===== config.mk =====
export PLATFORM = sky130hd
export DESIGN_NAME = alu_script_sequencer
export DESIGN_NICKNAME = d
export VERILOG_FILES = /design/src/rtl/alu_script_sequencer.sv
export SDC_FILE = /design/constraint.sdc
export NUM_CORES = 1
export LEC_CHECK = 0
export ABC_CLOCK_PERIOD_IN_PS = 4500
export BUFFER_PORTS_ARGS = -buffer_cell sky130_fd_sc_hd__buf_2
export CORE_ASPECT_RATIO = 0.75
export CORE_MARGIN = 2
export CORE_UTILIZATION = 55
export CTS_BUF_LIST = sky130_fd_sc_hd__clkbuf_2 sky130_fd_sc_hd__clkbuf_4 sky130_fd_sc_hd__clkbuf_8
export DETAILED_ROUTE_END_ITERATION = 12
export GPL_ROUTABILITY_DRIVEN = 1
export GPL_TIMING_DRIVEN = 1
export PLACE_DENSITY = 0.76
export SYNTH_ARGS = -nofsm -noshare
export SYNTH_HDL_FRONTEND = slang
export SYNTH_SLANG_ARGS = --single-unit
export TNS_END_PERCENT = 5

===== constraint.sdc =====
create_clock -name Clk -period 4.5 [get_ports Clk]
set_input_delay 0.675 -clock Clk [delete_from_list [all_inputs] [get_ports Clk]]
set_output_delay 0.675 -clock Clk [all_outputs]
set_load 0.02 [all_outputs]

===== src/rtl/alu_script_sequencer.sv =====
// Programmable stimulus sequencer driving RegFile_Alu control inputs.
// Optional feature macro: SEQ_LOOP_EN (wrap to pc=0 after the last word while loop=1).
module alu_script_sequencer #(
   parameter int DEPTH = 16,
   parameter int IMM_W = 16,
   parameter int RA_W  = 4,
   parameter int OP_W  = 4,
   localparam int AW   = $clog2(DEPTH),
   localparam int IW   = 2 + OP_W + 2 * RA_W + IMM_W
) (
   input  logic            Clk,
   input  logic            Rst,
   input  logic            prog_we,
   input  logic [AW-1:0]   prog_addr,
   input  logic [IW-1:0]   prog_data,
   input  logic            start,
   input  logic            stop,
   input  logic            loop,
   output logic [RA_W-1:0] RdestRegLoc,
   output logic [RA_W-1:0] RsrcRegLoc,
   output logic [OP_W-1:0] OpCode,
   output logic [IMM_W-1:0] Imm,
   output logic            Imm_s,
   output logic            En,
   output logic            busy,
   output logic            done,
   output logic [AW-1:0]   pc
);

   localparam logic [1:0] S_IDLE = 2'd0;
   localparam logic [1:0] S_RUN  = 2'd1;
   localparam logic [1:0] S_DONE = 2'd2;

   logic [1:0]      state_q, state_d;
   logic [AW-1:0]   pc_q, pc_d;
   logic [IW-1:0]   mem_q [DEPTH];
   logic [IW-1:0]   mem_d [DEPTH];
   logic [RA_W-1:0] rdest_q, rdest_d;
   logic [RA_W-1:0] rsrc_q, rsrc_d;
   logic [OP_W-1:0] op_q, op_d;
   logic [IMM_W-1:0] imm_q, imm_d;
   logic            imm_s_q, imm_s_d;
   logic            en_q, en_d;
   logic            busy_q, busy_d;
   logic            done_q, done_d;

   logic [IW-1:0]   word;
   logic            w_last;
   logic            at_end;
   logic            loop_act;

`ifdef SEQ_LOOP_EN
   assign loop_act = loop;
`else
   logic unused_loop;
   assign unused_loop = loop;
   assign loop_act    = 1'b0;
`endif

   assign word   = mem_q[pc_q];
   assign w_last = word[IW-1];
   assign at_end = w_last || (pc_q == AW'(DEPTH - 1));

   always_comb begin
      state_d = state_q;
      pc_d    = pc_q;
      mem_d   = mem_q;
      rdest_d = rdest_q;
      rsrc_d  = rsrc_q;
      op_d    = op_q;
      imm_d   = imm_q;
      imm_s_d = imm_s_q;
      en_d    = 1'b0;
      busy_d  = 1'b0;
      done_d  = 1'b0;

      // Program writes only land while idle.
      if (state_q == S_IDLE && prog_we)
         mem_d[prog_addr] = prog_data;

      case (state_q)
         S_IDLE: begin
            pc_d = '0;
            if (start)
               state_d = S_RUN;
         end
         S_RUN: begin
            imm_s_d = word[IW-2];
            op_d    = word[IW-3 -: OP_W];
            rdest_d = word[IMM_W+2*RA_W-1 -: RA_W];
            rsrc_d  = word[IMM_W+RA_W-1 -: RA_W];
            imm_d   = word[IMM_W-1:0];
            en_d    = 1'b1;
            busy_d  = 1'b1;
            if (stop) begin
               state_d = S_DONE;
               pc_d    = '0;
            end else if (at_end) begin
               pc_d = '0;
               if (!loop_act)
                  state_d = S_DONE;
            end else begin
               pc_d = pc_q + AW'(1);
            end
         end
         S_DONE: begin
            done_d  = 1'b1;
            pc_d    = '0;
            state_d = S_IDLE;
         end
         default: begin
            state_d = S_IDLE;
            pc_d    = '0;
         end
      endcase
   end

   always_ff @(posedge Clk or negedge Rst) begin
      if (!Rst) begin
         state_q <= S_IDLE;
         pc_q    <= '0;
         rdest_q <= '0;
         rsrc_q  <= '0;
         op_q    <= '0;
         imm_q   <= '0;
         imm_s_q <= 1'b0;
         en_q    <= 1'b0;
         busy_q  <= 1'b0;
         done_q  <= 1'b0;
         for (int i = 0; i < DEPTH; i++)
            mem_q[i] <= '0;
      end else begin
         state_q <= state_d;
         pc_q    <= pc_d;
         rdest_q <= rdest_d;
         rsrc_q  <= rsrc_d;
         op_q    <= op_d;
         imm_q   <= imm_d;
         imm_s_q <= imm_s_d;
         en_q    <= en_d;
         busy_q  <= busy_d;
         done_q  <= done_d;
         for (int i = 0; i < DEPTH; i++)
            mem_q[i] <= mem_d[i];
      end
   end

   assign RdestRegLoc = rdest_q;
   assign RsrcRegLoc  = rsrc_q;
   assign OpCode      = op_q;
   assign Imm         = imm_q;
   assign Imm_s       = imm_s_q;
   assign En          = en_q;
   assign busy        = busy_q;
   assign done        = done_q;
   assign pc          = pc_q;

endmodule

## Word-level counts from Yosys, hierarchy flattened

Cells that the tools add are included.

- Flip-flop bits (word level): 517
- Input port bits: 40
- Output and inout bits: 36
- Logic and storage cells: 56

- Add/sub/neg operators: 1
- Magnitude comparators: 3
- Equality and inequality tests: 5
- Muxes and demuxes: 15
- Bitwise gates (word level): 2
- Reductions and logical operators: 5

Operator list:

| cell | number |
|---|---|
| $bwmux 480 | 1 |
| $bmux 30 s4 | 1 |
| $demux 30 s4 | 1 |
| $mux 30 | 3 |
| $mux 4 | 3 |
| $ge 5x5->1 const B | 2 |
| $not 4->5 | 2 |
| $mux 2 | 3 |
| $lt 5x1->1 const B | 1 |
| $add 4x1->4 const B | 1 |
| $eq 4x4->1 const B | 1 |
| $pmux 2 s2 | 1 |
| $ne 3x3->1 const B | 1 |
| $eq 2x1->1 const B | 1 |
| $eq 2x2->1 const B | 1 |
| $logic_and 1x1->1 | 2 |
| $logic_not 2->1 | 1 |
| $mux 1 | 2 |
| $ne 2x2->1 const B | 1 |
| $reduce_and 2->1 | 1 |
| $logic_or 1x1->1 | 1 |

## Logic depth before layout (Yosys ltp)

- Word-level depth: 8
- Gate-level depth with buffers: 8
- Mapped depth without buffers: 5

## Worst setup path before layout

OpenSTA, ideal clock, no wires.

- Path type: input -> register
- Start: in prog_addr[2]
- End: reg mem_q[452] in the netlist's numbering
- Library setup time: 0.125 ns
- Arrival: 1.745 ns
- Data required time: 4.375 ns
- Path slack: 2.630 ns
- Stages on the path: 5
- Buffers on the path: 1
- Cells stage by stage: nor4b_2 nand2b_1 nor3_2 buf_2 mux2_2

- Word-level cells in the longest chain between the ends: 6
- Elaborated cells between the ends (all ways): 7
- Those cells by class: order compare: 2; mux: 3; bitwise: 1; reduce/logical: 1

Ends and longest elaborated chain:

| item | line | text |
|---|---|---|
| start, declared | 14 | `input logic [AW-1:0] prog_addr,` |
| $not 4->5 (not written as such) * | 79 | `mem_d[prog_addr] = prog_data;` |
| $ge 5x5->1 (not written as such) or $lt 5x1->1 (tied branches) | 79 |  |
| $logic_and 1x1->1 (not written as such) | 79 |  |
| $mux 30 (not written as such) | 79 |  |
| $demux 30 s4 * | 79 |  |
| $bwmux 480 * | 79 |  |
| end signal, assigned by index | 144 | `mem_q[i] <= mem_d[i];` |
| end, declared | 36 | `logic [IW-1:0] mem_q [DEPTH];` |

Mark *: on every way between the ends. The rest lies on a longest branch, timed or not.
A chain may end at the register's enable or synchronous reset.

## Worst setup path in the final report

- Start: reg state_q[0]
- End: reg mem_q[407] in the netlist's numbering

- Word-level cells in the longest chain between the ends: 2

Ends and longest elaborated chain:

| item | line | text |
|---|---|---|
| start, declared | 34 | `logic [1:0] state_q, state_d;` |
| start signal, assigned | 133 | `state_q <= state_d;` |
| $logic_not 2->1 | 78 | `if (state_q == S_IDLE && prog_we)` |
| $logic_and 1x1->1 | 78 |  |

No other way between the ends.

==> out/results.tsv <==
stage	metric	value	unit
run_status	result of the run	finished clean	
setup_path	Max FO, Critical Path	20	
clocking	clk sink count	517	
synth	proportion of synthesized chip area in sequential cells	55.6	%
global_routing	initial antenna violation count	10	
synth	count of distinct cell types in the synthesized netlist	33	
power_and_ir_drop	IR drop worst, VDD	342	uV
sta	final critical delay including setup and external delays	2.75	ns
synth	area of the mapped netlist	0.0232	mm2
placement	HPWL after detailed placement	32.7	mm
final_layout	Area Overhead vs Synth	10.6	%
final_layout	net total in the final layout	1809	
clocking	CTS tree	built	
final_layout	layout cells sized above 1	38.6	%
floorplanning	Initial Util	55.5	%
setup_path	Crit path required time	5.02	ns
sta	largest clock skew in the final design	0.0228	ns
final_layout	final std cell area, no fill	0.0257	mm2
sta	Slew @ Worst Pin	1.11	ns
synth	syn nets	1766	
setup_path	ordered cell list for the critical path	nor4b_2 -> nand2b_1 -> nor2_4 -> buf_4 -> mux2_2	
floorplanning	Total Die Area	0.0439	mm2
min_path	worst min-delay path startpoint	start	
floorplanning	area of the core	0.0419	mm2
detailed_routing	total detailed-routing wirelength	57.0	mm
clocking	maximum number of buffers from clock root to sink	3	
power_and_ir_drop	total leakage power	11.2	nW
global_routing	Global Route Usage Sum	27.0	%
clocking	clock tree root driver cell	clkbuf_8	
power_and_ir_drop	Cell Pwr Density	621	mW/mm2
global_routing	Congestion Overflow GR	0	
placement	placed cell areas	0.0241	mm2
sta	setup violation total in the final timing report	0	
floorplanning	Row Count	65	
global_routing	vias in the first global route	15100	
job	# Max-Cap Violations	0	
final_layout	Layout Utilization	61.4	%
global_routing	largest net degree at the start of global routing	159	
sta	headroom to the max-slew limit	25.6	%
synth	count of yosys warnings during synthesis	0	
synth	Synth Instances	1725	
floorplanning	width of the die	241	um
min_path	Hold/Removal Path Class	input port to register	
detailed_routing	Antenna Violating Nets Remaining	0	
setup_path	start of the worst register-to-register path	state_q[0]	
sta	Final Hold Viols	0	
final_layout	number of fill cells in the layout	3157	
setup_path	start point of the critical path	state_q[0]	
sta	setup repair after global routing missed its margin	no	
clocking	clock latency reported for the late side of the worst-skew pair	0.65	ns
setup_path	peak per-stage delay on the critical path	0.78	ns
sta	crit share post-route	61.2	%
final_layout	sequential standard cell area	0.0129	mm2
setup_path	kind of end point of the critical path	register	
detailed_routing	first-pass detailed-route iteration total	7	
detailed_routing	DR vias	14400	
detailed_routing	DR WL/cell	23.8	um
placement	number of I/O port buffers	74	
detailed_routing	number of design-rule violations left by the first detailed-router iteration	996	
synth	flops & latches, synth	517	
sta	final total negative setup slack	0	ns
detailed_routing	post-DR vias/cell	6.00	
setup_path	cell with the largest stage delay on the worst path	nor2_4	
sta	count of pins over their slew limit	0	
clocking	total clock buffers created by CTS	79	
setup_path	kind of launch point of the worst setup path	register	
placement	Final Wtd Congestion	0.764	
detailed_routing	post-route DRC violation count	0	
floorplanning	die height	182	um
setup_path	Data arrival, critical path	3.27	ns
sta	maximum achievable frequency	363	MHz
global_routing	first-pass GRT wire length	88.8	mm
setup_path	kind of critical path	register to register	
final_layout	multi-input logic area	0.00975	mm2
synth	Avg Cell Area, Syn	13.5	um2
clocking	clock transition time at the flip-flop clock pins of the worst setup and hold paths	0.06	ns
floorplanning	IO Count	76	
clocking	depth of the CTS H-tree	3	
## kinds of logic after synthesis
kind of cell	count (synthesis)	share of synthesized area (%)
buffers and inverters	147	2.93
XOR/XNOR	2	0.0754
multiplexers	719	33.6
AO/OA/AOI/OAI	101	2.94
AND/OR/NAND/NOR	238	4.75
adder cells (fa/ha/maj)	1	0.0538
flip-flops	517	55.6
## registers in the layout, summed over array words and instances, names as in the netlist
register	count
mem_q	480
pc	4
Imm	16
busy	1
state_q	2
RdestRegLoc	4
OpCode	4
Imm_s	1
done	1
RsrcRegLoc	4
## final timing paths
| check | slack (ns) | endpoint | cells past startpoint |
|---|---|---|---|
| max | 1.75 | mem_q[407] | 5 |
| min | 0.25 | state_q[0] | 3 |
| max reg2reg | 1.75 | mem_q[407] | 5 |
| min reg2reg | 0.48 | RdestRegLoc[0] | 2 |
| max in group asynchronous | 2.65 | mem_q[472] | 3 |
| min in group asynchronous | 0.60 | mem_q[127] | 2 |
## critical path: cells and delay by family, from the launching register on
| kind | cells | cell delay [ns] |
|---|---|---|
| buf+inv | 1 | 0.39 |
| simple gates | 3 | 1.41 |
| flops | 1 | 0.44 |
| mux | 1 | 0.37 |
## per-layer routing
layer	GRT usage [%]	wire length (um)	vias up
met2	40.9	25900	403
li1	-	-	6287
met4	10.6	1980	4
met5	0	21	-
met3	6.20	3750	146
met1	37.8	25300	7516
## report_power, final
part	switching, W	total (W)	internal, W
Sequential	0.00114	0.00798	0.00684
Clock	0.00179	0.00389	0.00211
Combinational	0.00186	0.00411	0.00225
## stage by stage
stage	hold slack [ns]	setup slack, ns	cells	power, W
after CTS	0.230	1.77	2388	0.0161
after detailed placement	0.470	1.46	2255	0.0122
final	0.255	1.75	2392	0.0160
after global placement	0.463	1.55	2255	0.0118
after global routing	0.244	1.62	2389	0.0169
after floorplan	0.379	2.63	1725	0.0108
## repair_timing
| action | 4_1_cts | 5_1_grt |
|---|---|---|
| hold buffers | 1 | 0 |
| endpoints found under the setup margin | 0 | 0 |
| gates resized for setup | 0 | 0 |
| endpoints found under the hold margin | 63 | 0 |
| buffers inserted | 0 | 0 |
## final cells by class
type / instances / share of cell area, %
sequential: 517 / 50.3
multi-input combinational: 1061 / 37.9
clock buffer: 121 / 5.79
timing repair buffer: 107 / 2.84
tap: 569 / 2.77
clock inverter: 11 / 0.311
antenna: 4 / 0.0389
inverter: 2 / 0.0292
## Yosys cell counts, drive strengths merged
library cell,n,area (um2)
nor4b,1,15.0
mux2i,236,2360
inv,2,7.51
nand3b,1,7.51
and2,2,12.5
a2111oi,1,8.76
a21boi,1,7.51
nand4b,1,8.76
xor2,1,8.76
dfrtp,517,12900
a21oi,32,160
and4,1,8.76
buf,89,463
mux4,1,22.5
ha,1,12.5
nor2,12,45.0
mux2,482,5430
o211ai,1,7.51
nand4,23,144
a32o,2,20.0
xnor2,1,8.76
nand3,69,345
clkbuf,56,210
and3,1,6.26
nand2,114,428
nor3,2,15.0
nor2b,7,43.8
a22oi,64,480
nand2b,4,25.0
## layout by cell type (no fill, tap or decap), types with 5 or more instances in the layout
cell        count
mux2_1         42
nand2_2         6
buf_4          24
clkbuf_8       93
buf_12          8
dfrtp_1       516
a22oi_1        64
a21oi_1        32
nand4_1        23
nand2_1       108
mux2_2        440
nor2b_1         5
nand3_1        67
mux2i_1       236
nor2_4          8
clkbuf_4       28
clkinvlp_4      5
buf_2          73
Note: power is estimated with default switching activity, not from simulation.
